==> src/rtl/dht11_ctrl.sv <==
// DHT11 single-wire transaction controller: start pulse, response wait, frame receive, checksum.
// Optional retry on failure is enabled by defining DHT11_RETRY_EN.
module dht11_ctrl #(
  parameter int unsigned CLK_PER_US  = 100,
  parameter int unsigned START_LO_US = 18000,
  parameter int unsigned REL_US      = 40,
  parameter int unsigned RX_TO_US    = 6000,
  parameter int unsigned GUARD_US    = 1000000,
  parameter int unsigned MAX_RETRY   = 2
) (
  input  logic        clk,
  input  logic        rst,
  input  logic        req,
  input  logic        auto_en,
  input  logic        dq_in,
  output logic        dq_oe,
  output logic        parse_rst,
  output logic        parse_en,
  input  logic [39:0] frame,
  input  logic        frame_done,
  output logic        busy,
  output logic [15:0] hum,
  output logic [15:0] temp,
  output logic        valid,
  output logic        err,
  output logic [1:0]  err_code
);

  localparam int unsigned START_CYC = START_LO_US * CLK_PER_US;
  localparam int unsigned REL_CYC   = REL_US * CLK_PER_US;
  localparam int unsigned RX_CYC    = RX_TO_US * CLK_PER_US;
  localparam int unsigned GUARD_CYC = GUARD_US * CLK_PER_US;
  localparam int unsigned PH_MAX    = (START_CYC > RX_CYC) ?
                                      ((START_CYC > REL_CYC) ? START_CYC : REL_CYC) :
                                      ((RX_CYC > REL_CYC) ? RX_CYC : REL_CYC);
  localparam int unsigned CW = $clog2(PH_MAX + 1);
  localparam int unsigned GW = $clog2(GUARD_CYC + 1);
  localparam int unsigned RW = $clog2(MAX_RETRY + 2);
`ifdef DHT11_RETRY_EN
  localparam int unsigned RETRY_LIM = MAX_RETRY;
`else
  localparam int unsigned RETRY_LIM = 0;
`endif

  localparam logic [CW-1:0] START_LAST = CW'(START_CYC - 1);
  localparam logic [CW-1:0] REL_LAST   = CW'(REL_CYC - 1);
  localparam logic [CW-1:0] RX_LAST    = CW'(RX_CYC - 1);
  localparam logic [GW-1:0] GUARD_LIM  = GW'(GUARD_CYC);
  // Preloaded with 2 so that the GUARD->IDLE->START_LO hops make start-to-start spacing exactly GUARD_CYC.
  localparam logic [GW-1:0] GUARD_PRE  = GW'(2);
  localparam logic [RW-1:0] RETRY_MAX  = RW'(RETRY_LIM);

  typedef enum logic [2:0] {IDLE, START_LO, RELEASE, RECV, CHECK, GUARD} state_t;

  state_t      state_q, state_d;
  logic [CW-1:0] cnt_q, cnt_d;
  logic [GW-1:0] guard_q, guard_d;
  logic [RW-1:0] retry_q, retry_d;
  logic        pend_q, pend_d;
  logic [39:0] frame_q, frame_d;
  logic [15:0] hum_q, hum_d, temp_q, temp_d;
  logic        valid_q, valid_d, err_q, err_d;
  logic [1:0]  code_q, code_d;

  logic        guard_exp, start, pass, fail, final_fail, sum_ok;
  logic [1:0]  fail_code;
  logic [7:0]  sum;

  assign guard_exp = (guard_q == GUARD_LIM);
  assign sum       = frame_q[39:32] + frame_q[31:24] + frame_q[23:16] + frame_q[15:8];
  assign sum_ok    = (sum == frame_q[7:0]);

  always_ff @(posedge clk or negedge rst) begin
    if (!rst) begin
      state_q <= IDLE;
      cnt_q   <= '0;
      guard_q <= GUARD_LIM;
      retry_q <= '0;
      pend_q  <= 1'b0;
      frame_q <= '0;
      hum_q   <= '0;
      temp_q  <= '0;
      valid_q <= 1'b0;
      err_q   <= 1'b0;
      code_q  <= 2'b00;
    end else begin
      state_q <= state_d;
      cnt_q   <= cnt_d;
      guard_q <= guard_d;
      retry_q <= retry_d;
      pend_q  <= pend_d;
      frame_q <= frame_d;
      hum_q   <= hum_d;
      temp_q  <= temp_d;
      valid_q <= valid_d;
      err_q   <= err_d;
      code_q  <= code_d;
    end
  end

  always_comb begin
    state_d   = state_q;
    cnt_d     = cnt_q + CW'(1);
    start     = 1'b0;
    pass      = 1'b0;
    fail      = 1'b0;
    fail_code = 2'b00;
    unique case (state_q)
      IDLE: begin
        cnt_d = '0;
        if (req || pend_q || (auto_en && guard_exp)) begin
          state_d = START_LO;
          start   = 1'b1;
        end
      end
      START_LO: if (cnt_q == START_LAST) begin
        state_d = RELEASE;
        cnt_d   = '0;
      end
      RELEASE: begin
        if (!dq_in) begin
          state_d = RECV;
          cnt_d   = '0;
        end else if (cnt_q == REL_LAST) begin
          fail      = 1'b1;
          fail_code = 2'b01;
        end
      end
      RECV: begin
        if (frame_done) begin
          state_d = CHECK;
          cnt_d   = '0;
        end else if (cnt_q == RX_LAST) begin
          fail      = 1'b1;
          fail_code = 2'b10;
        end
      end
      CHECK: begin
        pass      = sum_ok;
        fail      = !sum_ok;
        fail_code = 2'b11;
      end
      GUARD: begin
        cnt_d = '0;
        if (guard_exp) begin
          // A non-zero retry count here means a failed attempt is waiting to be re-run.
          if (retry_q != '0) begin
            state_d = START_LO;
            start   = 1'b1;
          end else begin
            state_d = IDLE;
          end
        end
      end
      default: begin
        state_d = IDLE;
        cnt_d   = '0;
      end
    endcase
    if (pass || fail) begin
      state_d = GUARD;
      cnt_d   = '0;
    end
  end

  always_comb begin
    final_fail = fail && (retry_q == RETRY_MAX);
    guard_d    = start ? GUARD_PRE : (guard_exp ? guard_q : guard_q + GW'(1));
    pend_d     = (pend_q && !(start && state_q == IDLE)) || (req && state_q != IDLE);
    retry_d    = retry_q;
    if (pass || final_fail)
      retry_d = '0;
    else if (fail)
      retry_d = retry_q + RW'(1);
    frame_d = (state_q == RECV && frame_done) ? frame : frame_q;
    hum_d   = pass ? frame_q[39:24] : hum_q;
    temp_d  = pass ? frame_q[23:8] : temp_q;
    valid_d = pass;
    err_d   = final_fail;
    code_d  = pass ? 2'b00 : (final_fail ? fail_code : code_q);
  end

  always_comb begin
    dq_oe     = (state_q == START_LO);
    parse_en  = (state_q == RECV);
    parse_rst = (state_q != RECV);
    busy      = (state_q != IDLE);
  end

  assign hum      = hum_q;
  assign temp     = temp_q;
  assign valid    = valid_q;
  assign err      = err_q;
  assign err_code = code_q;

endmodule
==> config.mk <==
export PLATFORM = sky130hd
export DESIGN_NAME = dht11_ctrl
export DESIGN_NICKNAME = d
export VERILOG_FILES = /design/src/rtl/dht11_ctrl.sv
export SDC_FILE = /design/constraint.sdc
export NUM_CORES = 1
export LEC_CHECK = 0
export CAP_MARGIN = 5
export CORE_MARGIN = 2
export CORE_UTILIZATION = 64
export CTS_CLUSTER_SIZE = 10
export DETAILED_ROUTE_END_ITERATION = 8
export DONT_BUFFER_PORTS = 1
export PLACE_DENSITY = 0.8
export SLEW_MARGIN = 25
export SYNTH_ARGS = -nofsm -noshare
export SYNTH_HDL_FRONTEND = slang
export SYNTH_SLANG_ARGS = --single-unit
==> constraint.sdc <==
create_clock -name clk -period 4.6 [get_ports clk]
set_input_delay 0.92 -clock clk [delete_from_list [all_inputs] [get_ports clk]]
set_output_delay 0.92 -clock clk [all_outputs]
set_load 0.02 [all_outputs]
# Yosys cells after proc, flatten, opt, wreduce, memory -nomap -nowiden
# Index checks and enable logic that the tools add are counted.
# classes
add_sub_neg,6
n_eq_ne,18
muxes,34
reduce_logical,20
# op_table
cell,n
$mux W21,4
$pmux W21 S4,1
$mux W27,2
$add A27 B1 Y27 const B,1
$eq A27 B27 Y1 const B,1
$add A8 B8 Y8,3
$add A21 B1 Y21 const B,1
$eq A21 B12 Y1 const B,1
$eq A21 B20 Y1 const B,1
$eq A21 B21 Y1 const B,1
$mux W3,6
$pmux W3 S6,1
$mux W2,6
$mux W1,11
$ne A3 B3 Y1 const B,3
$eq A8 B8 Y1,1
$eq A3 B2 Y1 const B,2
$eq A3 B3 Y1 const B,2
$logic_and A1 B1 Y1,6
$ne A3 B1 Y1 const B,2
$pmux W2 S3,1
$reduce_and A6 Y1,1
$reduce_bool A2 Y1,3
$logic_or A1 B1 Y1,5
11 further kinds,12
# totals
reg_bits,130
out_inout_bits,40
inputBits,46

# Longest topological paths before layout
# depth
depth_word,9
depth_mapped,13
ltp_nobuf,12

# Worst setup path before layout
# No wires, ideal clock.
# synth_timing
path_type,flip-flop to flip-flop
startpoint,reg frame_q[9]
endpoint,reg hum_q[0] (netlist: hum[0])
t_arrival_ns,3.814
required_ns,4.475
setup_slack_ns,0.661
n_path_buf,1
period_less_slack_ns,3.939
path_stages_with_launch,13
path_cell_list,dfrtp_1 > fa_1 > inv_1 > fa_1 > inv_1 > ha_1 > fa_1 > xor2_1 > a2111oi_2 > o2111ai_1 > nor4_4 > buf_6 > mux2_2
# synth_between
elab_chain_len,3
# synth_rtl
item,line_no,text
"start, declared",60,"logic [39:0] frame_q, frame_d;"
"start signal, assigned",92,frame_q <= frame_d;
$add A8 B8 Y8,70,assign sum = frame_q[39:32] + frame_q[31:24] + frame_q[23:16] + frame_q[15:8];
$eq A8 B8 Y1,71,assign sum_ok = (sum == frame_q[7:0]);
$mux W1,108,unique case (state_q)
"end signal, assigned",93,hum_q <= hum_d;
"end, declared",61,"logic [15:0] hum_q, hum_d, temp_q, temp_d;"
# Every way passes these cells.
# A chain may end at the register's enable or synchronous reset.

# Final worst setup path
# layout_timing
startpoint,reg frame_q[9]
endpoint,reg hum_q[3] (netlist: hum[3])
# Same word-level chain as after synthesis.

==> results.toml <==
[timing]
fin_crit_sh = 0.872
drv_slew = 0
hold_violations = 0
final-setup-viol-count = 0
period_needed_ns = 4.01
max_freq_mhz = 249
max_slew_margin = 0.408
hold_ws_ns = 0.0858
setup_ws_ns = 0.588
fin_worst_skew_ns = 0.00597
fin_setup_tns_ns = 0
rsz0062_at_grt = "false"
worst_pin_slew_ns = 0.886

[logic_synthesis]
synth.area.top_cells = "dfrtp_1 47%, mux2_2 13%, dfstp_2 5.0%, xor2_1 5.0%, fa_1 4.4%"
syn_nets = 607
ys_seq_elements = 130
seq_area_frac_synth = 0.516
synth_top_cell_by_area = "dfrtp_1"
syn_inst = 536
syn_avg_cell_area_um2 = 11.8
ys_types = 48
synth_top_area_share = 0.466
netlist_area_um2 = 6330
synth_warnings = 0

[cells_and_area]
drive_gt1_frac = 0.227
fin_nets = 614
stdcell_count = 688
num_antenna_cells = 0
syn2layout_area_growth_pct = 10.7
fillCellCount = 629

[grt]
met3_usage = 0.106
grt_busiest_layer = "met2"
grt_use_met1 = 0.305
grt_max_degree = 131
antenna_found_initial = 0
grt-ovfl-total = 0
grt_usage = 0.254
grt_pass1_vias = 4167
grt_use_met2 = 0.426
grt_pass1_wl_um = 20400

[placement]
numPortBuffers = 0
post-place-ws_ns = 0.580
hpwl_um = 8500
gp_congestion = 0.819
dp_cells = 657

[route]
vias = 4019
routedWlPerCell_um = 18.2
drc = 0
drt_first_pass_iters = 4
wirelength_um = 12500
final_antenna_net_count = 0
first_iter_violations = 170
via_per_inst = 5.84

[worst_setup_path]
crit_type = "reg -> reg"
end_kind = "register"
crit_path_start = "frame_q[9]"
r2r-start = "frame_q[9]"
cp_max_fo = 35
cp.required_ns = 5.01
start_kind = "register"
crit_arrival_ns = 4.42

[power_and_ir_drop]
p_per_area_nw_per_um2 = 348
power_w = 0.00244
vdd_drop_max_v = 0.000271
p_leak_nw = 3.31

[floorplanning]
ios = 86
fp.dieH_um = 103
start_util = 0.654
die_x_um = 103
rows = 36
core_um2 = 9680
die-area_um2 = 10700

[clock_tree]
cts_tree = "done"
htreeDepth = 4
path_clk_slew_ns = 0.06
clkSinkCount = 130
ctsResizeCount = 0
cts_setup_buffers = 0
clockBufferDepth = 2
ctsHoldBuffers = 0
insertion_delay_ns = 0.52
cts-buffers-inserted = 17
clockRootBuffer = "clkbuf_8"

[min_path]
holdCritPathClass = "in -> async"

[run]
maxCapViolCount = 0

[outcome]
status = "completed"
[final cells by class]
cell class,count,area [µm²],area share
tap,133,166,0.0237
sequential,130,3270,0.466
inverter,24,90.1,0.0129
timing repair buffer,2,27.5,0.00393
clock inverter,14,155,0.0221
clock buffer,17,414,0.0591
multi-input combinational,368,2890,0.412
[registers in the layout, summed over array words and instances (netlist names)]
register  flops
hum          16
retry_q       2
state_q       3
valid         1
err_code      2
guard_q      27
cnt_q        21
frame_q      40
pend_q        1
temp         16
err           1
[metrics by stage]
| step | instance area, µm² | utilization |
|---|---|---|
| final | 7010 | 0.724 |
| after global routing | 7010 | 0.724 |
| after CTS | 7000 | 0.723 |
| after detailed placement | 6430 | 0.664 |
| after global placement | 6430 | 0.664 |
| after floorplan | 6330 | - |
[kinds of logic after synthesis]
group,Yosys count,share of synthesized area
muxes,72,0.128
and+or+nand+nor,176,0.138
adders and majority gates,25,0.0660
DFF,130,0.516
AOI/OAI and AO/OA,33,0.0367
buffers and inverters,38,0.0294
xor gates and xnor gates,62,0.0857
[cell usage after synthesis, drive strengths merged]
| cell | instances |
|---|---|
| or4 | 3 |
| and2b | 1 |
| nand2 | 30 |
| o31ai | 1 |
| nand3 | 26 |
| nor2 | 67 |
| nand4 | 9 |
| a2111oi | 1 |
| nor4bb | 1 |
| o21bai | 2 |
| a21o | 2 |
| nor3b | 1 |
| o311ai | 1 |
| or2 | 2 |
| a211o | 1 |
| o21ai | 9 |
| a32o | 1 |
| and4 | 3 |
| dfrtp | 118 |
| nand3b | 3 |
| nor4 | 11 |
| ha | 11 |
| o2111ai | 1 |
| xor2 | 36 |
| nor3 | 6 |
| or4b | 1 |
| a211oi | 1 |
| o211ai | 1 |
| fa | 14 |
| a2bb2oi | 3 |
| and2 | 1 |
| mux2 | 72 |
| xnor2 | 26 |
| dfstp | 12 |
| a311o | 1 |
| inv | 24 |
| nand4b | 2 |
| clkbuf | 2 |
| nand2b | 3 |
| a21oi | 6 |
| buf | 12 |
| and3 | 6 |
| a31oi | 2 |
[layout by cell type, fill, tap and decap left out, drive strengths merged, types with 5 or more instances in the layout]
cell type	count
and3	6
ha	11
inv	28
nand2	30
clkinvlp	5
clkbuf	17
dfrtp	118
nand3	26
nor3	6
nand4	9
mux2	72
dfstp	12
o21ai	9
fa	14
xor2	36
nor4	11
a21oi	6
nor2	67
xnor2	26
[final timing paths]
| kind | end | slack (ns) | depth (start not counted) |
|---|---|---|---|
| setup / recovery | hum[3] | 0.59 | 12 |
| hold / removal | state_q[0] | 0.09 | 0 |
| setup reg to reg | hum[3] | 0.59 | 12 |
| hold reg to reg | cnt_q[0] | 0.50 | 1 |
| max in group asynchronous | guard_q[18] | 4.23 | 0 |
| min in group clk | cnt_q[0] | 0.50 | 1 |
[critical path: stages, from the launching register on]
cell and delay (ns):
dfrtp_1 0.41, fa_1 0.55, inv_1 0.05, fa_1 0.50, inv_1 0.05, ha_1 0.22
fa_1 0.45, xor2_1 0.18, a2111oi_2 0.32, o2111ai_1 0.26, nor4_4 0.25, buf_12 0.26
mux2_2 0.37
[routing by layer]
layer,share of wire,up-vias
met3,0.071,15
met4,0.015,0
li1,-,1855
met5,0,-
met2,0.52,104
met1,0.40,2045
[where the power goes]
group          internal, W  leakage [nW]     total, W              switching [W]
clock network     0.000774         0.264      0.00129                   0.000519
logic          0.000000715          1.30  0.000000836                0.000000120
registers          0.00114          1.75      0.00114  0.00000000000000000000967
Note: power is estimated with default switching activity, not from simulation.
